## config.mk

```make
export PLATFORM = sky130hd
export DESIGN_NAME = prog_streamer
export DESIGN_NICKNAME = d
export VERILOG_FILES = /design/src/rtl/proc_pkg.sv /design/src/rtl/half_period_timer.sv /design/src/rtl/prog_streamer.sv
export SDC_FILE = /design/constraint.sdc
export NUM_CORES = 1
export LEC_CHECK = 0
export CAP_MARGIN = 30
export CORE_ASPECT_RATIO = 1.4
export CORE_MARGIN = 4
export CORE_UTILIZATION = 40
export CTS_CLUSTER_SIZE = 28
export DETAILED_ROUTE_END_ITERATION = 10
export HOLD_SLACK_MARGIN = 0.08
export SETUP_SLACK_MARGIN = 0.3
export SKIP_LAST_GASP = 1
export SLEW_MARGIN = 10
export SYNTH_ARGS = -nofsm -noshare
export SYNTH_HDL_FRONTEND = slang
export SYNTH_SLANG_ARGS = --single-unit
```

## constraint.sdc

```tcl
create_clock -name CLK50M -period 2.7 [get_ports CLK50M]
set_input_delay 0.675 -clock CLK50M [delete_from_list [all_inputs] [get_ports CLK50M]]
set_output_delay 0.675 -clock CLK50M [all_outputs]
set_load 0.01 [all_outputs]
```

## src/rtl/proc_pkg.sv

```systemverilog
// rtl/proc_pkg.sv - shared types and widths for the 10-bit processor program feeder
package proc_pkg;

    localparam int WORD_W = 10;

    typedef enum logic [2:0] {
        IDLE  = 3'd0,
        LOW   = 3'd1,
        HIGH  = 3'd2,
        DRAIN = 3'd3,
        END   = 3'd4
    } stream_state_t;

endpackage

```

## src/rtl/half_period_timer.sv

```systemverilog
// rtl/half_period_timer.sv - phase timer pulsing expire once every HALF enabled cycles
module half_period_timer #(
    parameter int  HALF = 500000,
    localparam int CW   = (HALF > 1) ? $clog2(HALF) : 1
) (
    input  logic i_clk,
    input  logic i_rstn,
    input  logic i_en,
    input  logic i_clr,
    output logic o_expire
);

    logic [CW-1:0] r_count;

    assign o_expire = i_en && (r_count == CW'(HALF - 1));

    // Count enabled cycles; wrap to zero on expire so back-to-back phases stay exactly HALF long
    always_ff @(posedge i_clk) begin
        if (!i_rstn) begin
            r_count <= '0;
        end else if (i_clr || o_expire) begin
            r_count <= '0;
        end else if (i_en) begin
            r_count <= r_count + CW'(1);
        end
    end

endmodule

```

## src/rtl/prog_streamer.sv

```systemverilog
// rtl/prog_streamer.sv - stored-program feeder driving processor data input and step clock
module prog_streamer
    import proc_pkg::*;
#(
    parameter int DEPTH = 16,
    parameter int AW    = 4,
    parameter int HALF  = 500000
) (
    input  logic              CLK50M,
    input  logic              RSTn,
    input  logic              WE,
    input  logic [AW-1:0]     WADDR,
    input  logic [WORD_W-1:0] WDATA,
    input  logic [AW:0]       LEN,
    input  logic              START,
    input  logic              IRIN,
    input  logic              EXT,
    input  logic              DONE_IN,
    output logic [WORD_W-1:0] D_OUT,
    output logic              STEP_CLK,
    output logic [AW-1:0]     PC,
    output logic              BUSY,
    output logic              FINISHED
);

    stream_state_t     r_state;
    logic [AW-1:0]     r_pc;
    logic [AW:0]       r_len;
    logic              r_take;
    logic              r_fin;
    logic              r_drain_hi;
    logic [WORD_W-1:0] r_mem [DEPTH];

    logic              w_busy;
    logic              w_expire;
    logic [AW:0]       w_len_clamped;
    logic [AW:0]       w_last_idx;
    logic              w_at_last;

    assign w_busy        = (r_state == LOW) || (r_state == HIGH) || (r_state == DRAIN);
    assign w_len_clamped = (LEN > (AW+1)'(DEPTH)) ? (AW+1)'(DEPTH) : LEN;
    assign w_last_idx    = r_len - (AW+1)'(1);
    assign w_at_last     = ({1'b0, r_pc} == w_last_idx);

    // Timer is held at zero whenever no run is active, so a start always begins a full phase
    half_period_timer #(
        .HALF (HALF)
    ) u_timer (
        .i_clk    (CLK50M),
        .i_rstn   (RSTn),
        .i_en     (w_busy),
        .i_clr    (!w_busy),
        .o_expire (w_expire)
    );

    // Program memory: loadable only between runs so the presented word cannot change under the processor
    always_ff @(posedge CLK50M) begin
        if (WE && !w_busy) begin
            r_mem[WADDR] <= WDATA;
        end
    end

    // Step sequencer: LOW/HIGH halves of each step, PC advance on consumption, drain until done
    always_ff @(posedge CLK50M) begin
        if (!RSTn) begin
            r_state    <= IDLE;
            r_pc       <= '0;
            r_len      <= '0;
            r_take     <= 1'b0;
            r_fin      <= 1'b0;
            r_drain_hi <= 1'b0;
        end else begin
            case (r_state)
                IDLE, END: begin
                    if (START) begin
                        r_pc       <= '0;
                        r_drain_hi <= 1'b0;
                        if (LEN == '0) begin
                            r_state <= END;
                        end else begin
                            r_len   <= w_len_clamped;
                            r_state <= LOW;
                        end
                    end
                end
                LOW: begin
                    if (w_expire) begin
                        r_take  <= IRIN | EXT;
                        r_fin   <= DONE_IN;
                        r_state <= HIGH;
                    end
                end
                HIGH: begin
                    if (w_expire) begin
                        if (r_take && w_at_last) begin
                            r_state <= DRAIN;
                        end else begin
                            if (r_take) begin
                                r_pc <= r_pc + AW'(1);
                            end
                            r_state <= LOW;
                        end
                    end
                end
                DRAIN: begin
                    // A done seen together with the last fetch does not count; only drain-phase samples do
                    if (w_expire) begin
                        if (!r_drain_hi) begin
                            r_fin      <= DONE_IN;
                            r_drain_hi <= 1'b1;
                        end else begin
                            r_drain_hi <= 1'b0;
                            if (r_fin) begin
                                r_state <= END;
                            end
                        end
                    end
                end
                default: r_state <= IDLE;
            endcase
        end
    end

    assign D_OUT    = ((r_state == LOW) || (r_state == HIGH)) ? r_mem[r_pc] : '0;
    assign STEP_CLK = (r_state == HIGH) || ((r_state == DRAIN) && r_drain_hi);
    assign PC       = r_pc;
    assign BUSY     = w_busy;
    assign FINISHED = (r_state == END);

endmodule
```

; ---- Word-level counts from Yosys, hierarchy flattened
; Memories as Yosys holds them, arrays and structs flattened. A register that Yosys moved wholly into a read port is not among the register bits.
; Index checks and enable logic that the tools add are counted.
; Widths: inputs -> output; s select.
[word_totals]
ff_bits = 34
latchBits = 0
ramBits = 160
romBits = 0
inputBits = 26
output_inout_bits = 17
memories = 1
[op_classes]
n_addsub = 3
multipliers = 0
div = 0
n_lt_le_gt_ge = 1
n_eq_ne = 15
shifts = 0
muxes = 28
bitwise_logic = 3
reduce_logical = 22
[memory_table]
columns = name, words, word_bits, rd, rd_ports_with_merged_regs, wr, line_no
row1 = r_mem, 16, 10, 1, 1, 1, prog_streamer.sv:32  ; logic [WORD_W-1:0] r_mem [DEPTH];
[ops]
columns = op, n
row1 = $mux 4, 6
row2 = $mux 3, 7
row3 = $add 19x1->19 const B, 1
row4 = $eq 19x19->1 const B, 1
row5 = $ne 2x2->1 const B, 6
row6 = $pmux 3 s4, 1
row7 = $mux 10, 1
row8 = $mux 1, 8
row9 = $pmux 4 s2, 1
row10 = $eq 3x2->1 const B, 2
row11 = $ne 2x1->1 const B, 3
row12 = $reduce_and 3->1, 2
row13 = $reduce_and 6->1, 1
row14 = $reduce_bool 2->1, 3
row15 = $eq 4x5->1, 1
row16 = $gt 5x5->1 const B, 1
row17 = $logic_not 5->1, 1
row18 = $mux 5, 1
row19 = $reduce_and 5->1, 1
row20 = $sub 5x1->5 const B, 1
row21 = $add 4x1->4 const B, 1
row22 = $logic_and 1x1->1, 4
row23 = $logic_or 1x1->1, 4
row24 = $pmux 1 s2, 2
row25 = 10 further kinds, 12

; ---- Logic depth before layout (Yosys ltp)
; Gate-level depths: netlist (run 1).
[logic_depth]
ltp_word = 8
mapped_depth = 7
ltp_nobuf = 7

; ---- Hierarchy
; From an unflattened synthesis (run 1), not the netlist that was laid out.
[unflattened]
cells_unflattened = 487
area_unflattened_um2 = 8097.8
[by_module_without_submodules]
columns = mod, instances, cells_per_inst, area_each_um2, seq_area_each_um2
row1 = prog_streamer, 1, 385, 7186.9, 5185.0
row2 = half_period_timer, 1, 102, 910.9, 380.4

; ---- Least setup slack after synthesis (run 1)
; OpenSTA, ideal clock, no wires.
[synth_timing]
path_type = reg-to-output
startpoint = register (tool-made name)
endpoint = output port D_OUT[0]
arrival_ns = 1.711
t_required_ns = 2.025
slack_ns = 0.314
stages_incl_launch_ff = 6
n_path_buf = 2
path_cell_list = dfxtp_1 -> buf_6 -> buf_4 -> mux4_2 -> mux4_2 -> nor2b_1
[synth_lines]
columns = element, line_no
row1 = end: declaration, prog_streamer.sv:19  ; output logic [WORD_W-1:0] D_OUT,

==> results.cfg, run 1 <==
[die]
start_util_pct = 40.7
dieArea_mm2 = 0.0226
io_pins = 43
rows = 61
die_y_um = 176
core_mm2 = 0.0198
die_x_um = 128

[routing]
drtPass1Iterations = 5
routed_via_density = 5.39
wl_per_cell_um = 20.5
antenna_left = 0
drc_errors = 0
dr_total_vias = 4514
drt_iter0_drc = 382
routed_wl_um = 17200

[global_route]
grt_use_met1_pct = 19.7
grt_max_degree = 20
grt_antenna_before_repair = 0
grt_pass1_vias = 4754
grt.overflow.total = 0
grt_pass1_wl_um = 26900
grt.total_usage_pct = 16.0
top_usage_layer = met2
use_met3_pct = 3.66
grt_util_met2_pct = 27.4

[timing]
setup_viol = 10
hold_ws_ns = 0.480
slew_viol_final = 0
fin_skew_ns = 0.00905
tightest_slew_ns = 0.642
fin_ws_ns = -0.410
rsz0062_at_grt = yes
slew_headroom_pct = 57.2
hold_viol_final = 0
post-route-min-period_ns = 3.11
max_freq_mhz = 322
min_period_over_period_pct = 115

[setup_path]
rrSetupSlack_ns = 0.54
cp.required_ns = 2.03
start_kind = flip-flop
critical_path_arrival_ns = 2.44
crit_path_max_fanout = 10
path_cells = buf_12 -> buf_4 -> mux4_1 -> mux4_2 -> nor2b_1 -> buf_2
crit_path_end_kind = primary output
crit_path_max_incr_delay_ns = 0.54
path_delay_family = multiplexers
cp_slowest_cell = mux4_1
path_class = reg2out
worst-path-buf-inv = 3

[job]
maxCapViolations = 0

[synthesis]
synth_top_area_share_pct = 59.5
synth_area_mm2 = 0.00808
syn_nets = 508
yosys.area.top_type = edfxtp_1
syn_inst = 479
ys_top_cells_by_count = 160 x edfxtp_1, 45 x mux4_2, 41 x nor2_1
ys.flop_type = edfxtp_1
yosysSeqAreaShare_pct = 68.9
syn_avg_cell_area_um2 = 16.9
yosys-top-cells-area = edfxtp_1 59%, mux4_2 13%, dfxtp_1 9.4%
yosysWarnings = 0
async_flop_share_pct = 0
synth-edff-count = 160
synth_most_common_cell = edfxtp_1
yosysUniqueCellTypes = 42
ys_ff_latch = 198

[status]
status = finished with violations
failed_checks = setup timing

[placement]
place_area_mm2 = 0.00915
hpwl_um = 11900
io_buffers = 42
gp_congestion = 0.843

[power_and_ir_drop]
power_mw = 6.19
ir_drop_mv = 0.389
p_leak_nw = 3.26
p_per_area_mw_per_mm2 = 633

[clock_tree]
cts.sinks = 198
htreeDepth = 4
cts_tree = yes
clockBufferDepth = 2
insertion_delay_ns = 0.44
path_clk_slew_ns = 0.07
hold_buffers = 0
cts_buffers = 17
cts_root_buf = clkbuf_16

[finish]
n_fill_cell = 1693
final_cell_area_mm2 = 0.00978
area_growth_pct = 21.0
antenna-diode-count = 0
fin_nets = 603
drive_gt1_share_pct = 26.5

[worst_hold_path]
hp-class = reg2reg
[stage by stage]
step	cells	setup slack [ns]	TNS, ns	utilization (%)
final	838	-0.410	-3.65	49.3
after global routing	838	-0.500	-4.53	49.3
after CTS	838	-0.435	-3.99	49.3
after detailed placement	801	-0.332	-2.96	46.1
after global placement	801	-0.322	-2.88	46.1
after floorplan	479	0.314	0	-
[power by group]
| group | internal, mW | switching (mW) | total, mW |
|---|---|---|---|
| clock network | 1.22 | 1.18 | 2.40 |
| registers | 3.35 | 0.0214 | 3.37 |
| logic | 0.165 | 0.260 | 0.425 |
[layout make-up]
type / instances / area, um2 / share of cell area, %
Clock buffer: 17 / 425 / 4.35
Clock inverter: 14 / 134 / 1.37
Inverter: 8 / 30.0 / 0.307
Multi-Input combinational cell: 253 / 2400 / 24.5
Sequential cell: 198 / 5570 / 57.0
Tap cell: 252 / 315 / 3.22
Timing Repair Buffer: 96 / 908 / 9.29
[flip-flops by register name, indices dropped and copies added, names as in the netlist, named ones only]
register         flops
r_fin                1
r_take               1
r_len                5
r_state              3
r_drain_hi           1
PC                   4
u_timer.r_count     19
r_mem              160
[worst register-to-register path, stage by stage, from the launching register on]
cell,delay (ns)
dfxtp_1,0.39
inv_1,0.06
ha_1,0.24
o21ba_2,0.21
a221o_1,0.34
a211o_1,0.38
a21oi_2,0.21
mux2i_1,0.24
[layer usage]
metal / part of all wire [%] / wire length [um] / vias up
li1: - / - / 2062
met1: 40 / 6950 / 2304
met2: 53 / 9060 / 126
met3: 4.9 / 851 / 22
met4: 1.9 / 330 / 0
met5: 0 / 0 / -
[worst paths after layout]
kind,from,end,depth (start not counted)
max,flip-flop,D_OUT[0],6
min,r_len[1]$_SDFFE_PN0P_,r_len[1]$_SDFFE_PN0P_,2
max reg2reg,r_len[0]$_SDFFE_PN0P_,flip-flop,7
min reg2reg,r_len[1]$_SDFFE_PN0P_,r_len[1]$_SDFFE_PN0P_,2
[cell usage in the layout, fill, tap and decap left out, types with 5 or more instances in the layout]
master             n
nand2b_1           7
clkbuf_16         17
nand3_1           13
xnor2_1            5
xor2_1            18
buf_12             6
buf_4             44
buf_2              8
inv_1              8
mux4_2            47
nand2_1           31
edfxtp_1         160
mux2i_1           13
a21oi_1            7
nor2_1            41
nor3_1             7
and3_1             9
dfxtp_1           36
nand4_1            9
clkdlybuf4s50_1   30
nor2b_1           10
inv_8              6
[cell families after synthesis]
logic type | count (synthesis) | synth area share (%)
buf+inv | 28 | 1.66
fa+ha+maj | 3 | 0.465
flops | 198 | 68.9
simple gates | 145 | 9.06
compound gates | 19 | 1.67
xor+xnor | 23 | 2.49
mux | 63 | 15.8
[what timing repair did]
action / 4_1_cts / 5_1_grt
pin swaps: 0 / 0
buffers inserted: 4 / 0
gates cloned: 2 / 0
endpoints found under the setup margin: 13 / 11
resized for setup: 53 / 1
Power figures use the tool's default switching activity.
==> run 2, diff against run 1 <==
--- a/config.mk
+++ b/config.mk
@@ -6,7 +6,7 @@
 export NUM_CORES = 1
 export LEC_CHECK = 0
 export CAP_MARGIN = 30
-export CORE_ASPECT_RATIO = 1.4
+export CORE_ASPECT_RATIO = 0.75
 export CORE_MARGIN = 4
 export CORE_UTILIZATION = 40
 export CTS_CLUSTER_SIZE = 28
==> run 2 against run 1 <==
Compared with the run above:
- the run still ends with setup timing left
- die area about the same
- setup slack worse by 0.0084 ns
- combinational power up 4%
- clock power up 9.6%
- flip-flop and latch count unchanged
- hold slack worse by 0.0023 ns
==> results.cfg, run 2 (synthesized netlist as in run 1, its figures left out) <==
[power_and_ir_drop]
swShare_pct = 22.3
power_mw = 6.44
ir_drop_mv = 0.471
p_per_area_mw_per_mm2 = 652
netSwitchingPower_mw = 1.43
seq_power_share_pct = 52.3
internal-power_mw = 5.00
p_clk_share_pct = 40.8
pwr-share-comb_pct = 6.9
p_leak_nw = 3.29

[finish]
drive_gt1_share_pct = 25.7
n_fill_cell = 1610
largest_reg_flops = 160
seq_area_mm2 = 0.00557
top_regs = r_mem (160), u_timer.r_count (19), r_len (5)
area_growth_pct = 22.3
top_register = r_mem
layout_common_cells = 160 x edfxtp_1, 46 x mux4_2, 40 x nor2_1, 36 x dfxtp_1, 32 x buf_4
fin_nets = 595
multi_input_area_mm2 = 0.00242
final_common_cell = edfxtp_1

[clock_tree]
cts_root_buf = clkbuf_16
htreeDepth = 4
cts_buffers = 17
path_clk_slew_ns = 0.07
hold_buffers = 0
insertion_delay_ns = 0.43
cts.sinks = 198
cts_tree = yes
clockBufferDepth = 2

[worst_hold_path]
hp-class = reg2reg
min_path_cells = 1

[placement]
gp_congestion = 0.791
hpwl_um = 11500
io_buffers = 42

[timing]
setup_viol = 10
hold_viol_final = 0
fin_ws_ns = -0.418
max_freq_mhz = 321
min_period_over_period_pct = 115
slew_viol_final = 0
fin_skew_ns = 0.00647
slew_headroom_pct = 48.6
hold_ws_ns = 0.478
post-route-min-period_ns = 3.12
rsz0062_at_grt = yes
tightest_slew_ns = 0.771

[status]
failed_checks = setup timing
status = finished with violations

[routing]
drc_errors = 0
routed_via_density = 5.37
drt_iter0_drc = 457
wl_per_cell_um = 20.8
dr_total_vias = 4475
antenna_left = 0
routed_wl_um = 17300
drtPass1Iterations = 7

[die]
start_util_pct = 41.2
rows = 44
core_mm2 = 0.0196
io_pins = 43
die_y_um = 131
die_x_um = 172
dieArea_mm2 = 0.0226

[setup_path]
start_kind = flip-flop
critPathMostFrequentCell = mux4_2
worst-path-buf-inv = 3
path_cells = buf_12 -> buf_16 -> mux4_2 -> mux4_2 -> nor2b_1 -> buf_2
crit_path_max_fanout = 5
critical_path_arrival_ns = 2.44
crit_cells = 6
cp.required_ns = 2.03
crit_path_end_kind = primary output
cp_slowest_cell = mux4_2
path_delay_family = multiplexers
path_class = reg2out
crit_path_max_incr_delay_ns = 0.52
r2r_cells = 7

[global_route]
grt_pass1_wl_um = 26700
grt.overflow.total = 0
grt_antenna_before_repair = 1
grt_pass1_vias = 4461
grt.total_usage_pct = 16.2
grt_max_degree = 25

[job]
maxCapViolations = 0
## run 2: cell types whose count changed in the layout (fill, tap and decap cells not counted), moves of 2 or more
cell,before,now
buf_4,44,32
inv_8,6,2
buf_12,6,9
bufinv_16,0,3
clkinv_4,2,5
buf_16,2,4
clkdlybuf4s15_2,2,0
clkinvlp_4,3,1
## run 2: routing by layer
layer / wire, um / up-vias / track usage, %
met4: 161 / 0 / 4.16
li1: - / 2049 / -
met2: 8490 / 110 / 25.3
met1: 7800 / 2305 / 23.0
met3: 862 / 11 / 3.90
met5: 0 / - / 0
## run 2: final timing paths
path                                   start                               to  slack (ns)
min reg2reg  u_timer.r_count[0]$_SDFFE_PP0P_  u_timer.r_count[0]$_SDFFE_PP0P_        0.48
max reg2reg            r_len[0]$_SDFFE_PN0P_                        flip-flop        0.55
max                                flip-flop                         D_OUT[4]       -0.42
min          u_timer.r_count[0]$_SDFFE_PP0P_  u_timer.r_count[0]$_SDFFE_PP0P_        0.48
## run 2: what timing repair did
item                       in CTS  in global routing
setup endpoints to repair      13                 11
resized for setup              56                  0
buffers inserted                2                  0
hold endpoints to repair        0                  0
gates cloned                    4                  0
## run 2: through the flow
stage                     utilization [%]  setup slack (ns)  cell area, um2  setup TNS (ns)  instances
after floorplan                         -             0.314            8080               0        479
after global placement               46.6            -0.354            9120           -2.81        794
after detailed placement             46.6            -0.375            9120           -2.96        794
after CTS                            50.4            -0.432            9880           -4.14        832
after global routing                 50.4            -0.487            9880           -4.61        833
final                                50.4            -0.418            9880           -3.86        833
## run 2: final cells by class
class,instances,area share (%)
clock inverter,15,1.98
clock buffer,17,4.31
antenna,1,0.0253
multi-input combinational,253,24.5
inverter,8,0.304
tap,253,3.20
sequential,198,56.4
timing repair buffer,88,9.33
## run 2: power groups by stage
stage               clock [mW]  sequential, mW  combinational (mW)
floorplan                    0            3.43               0.212
global placement             0            3.43               0.441
detailed placement           0            3.44               0.453
CTS                       2.69            3.37               0.449
global route              2.83            3.37               0.480
finish                    2.63            3.37               0.441
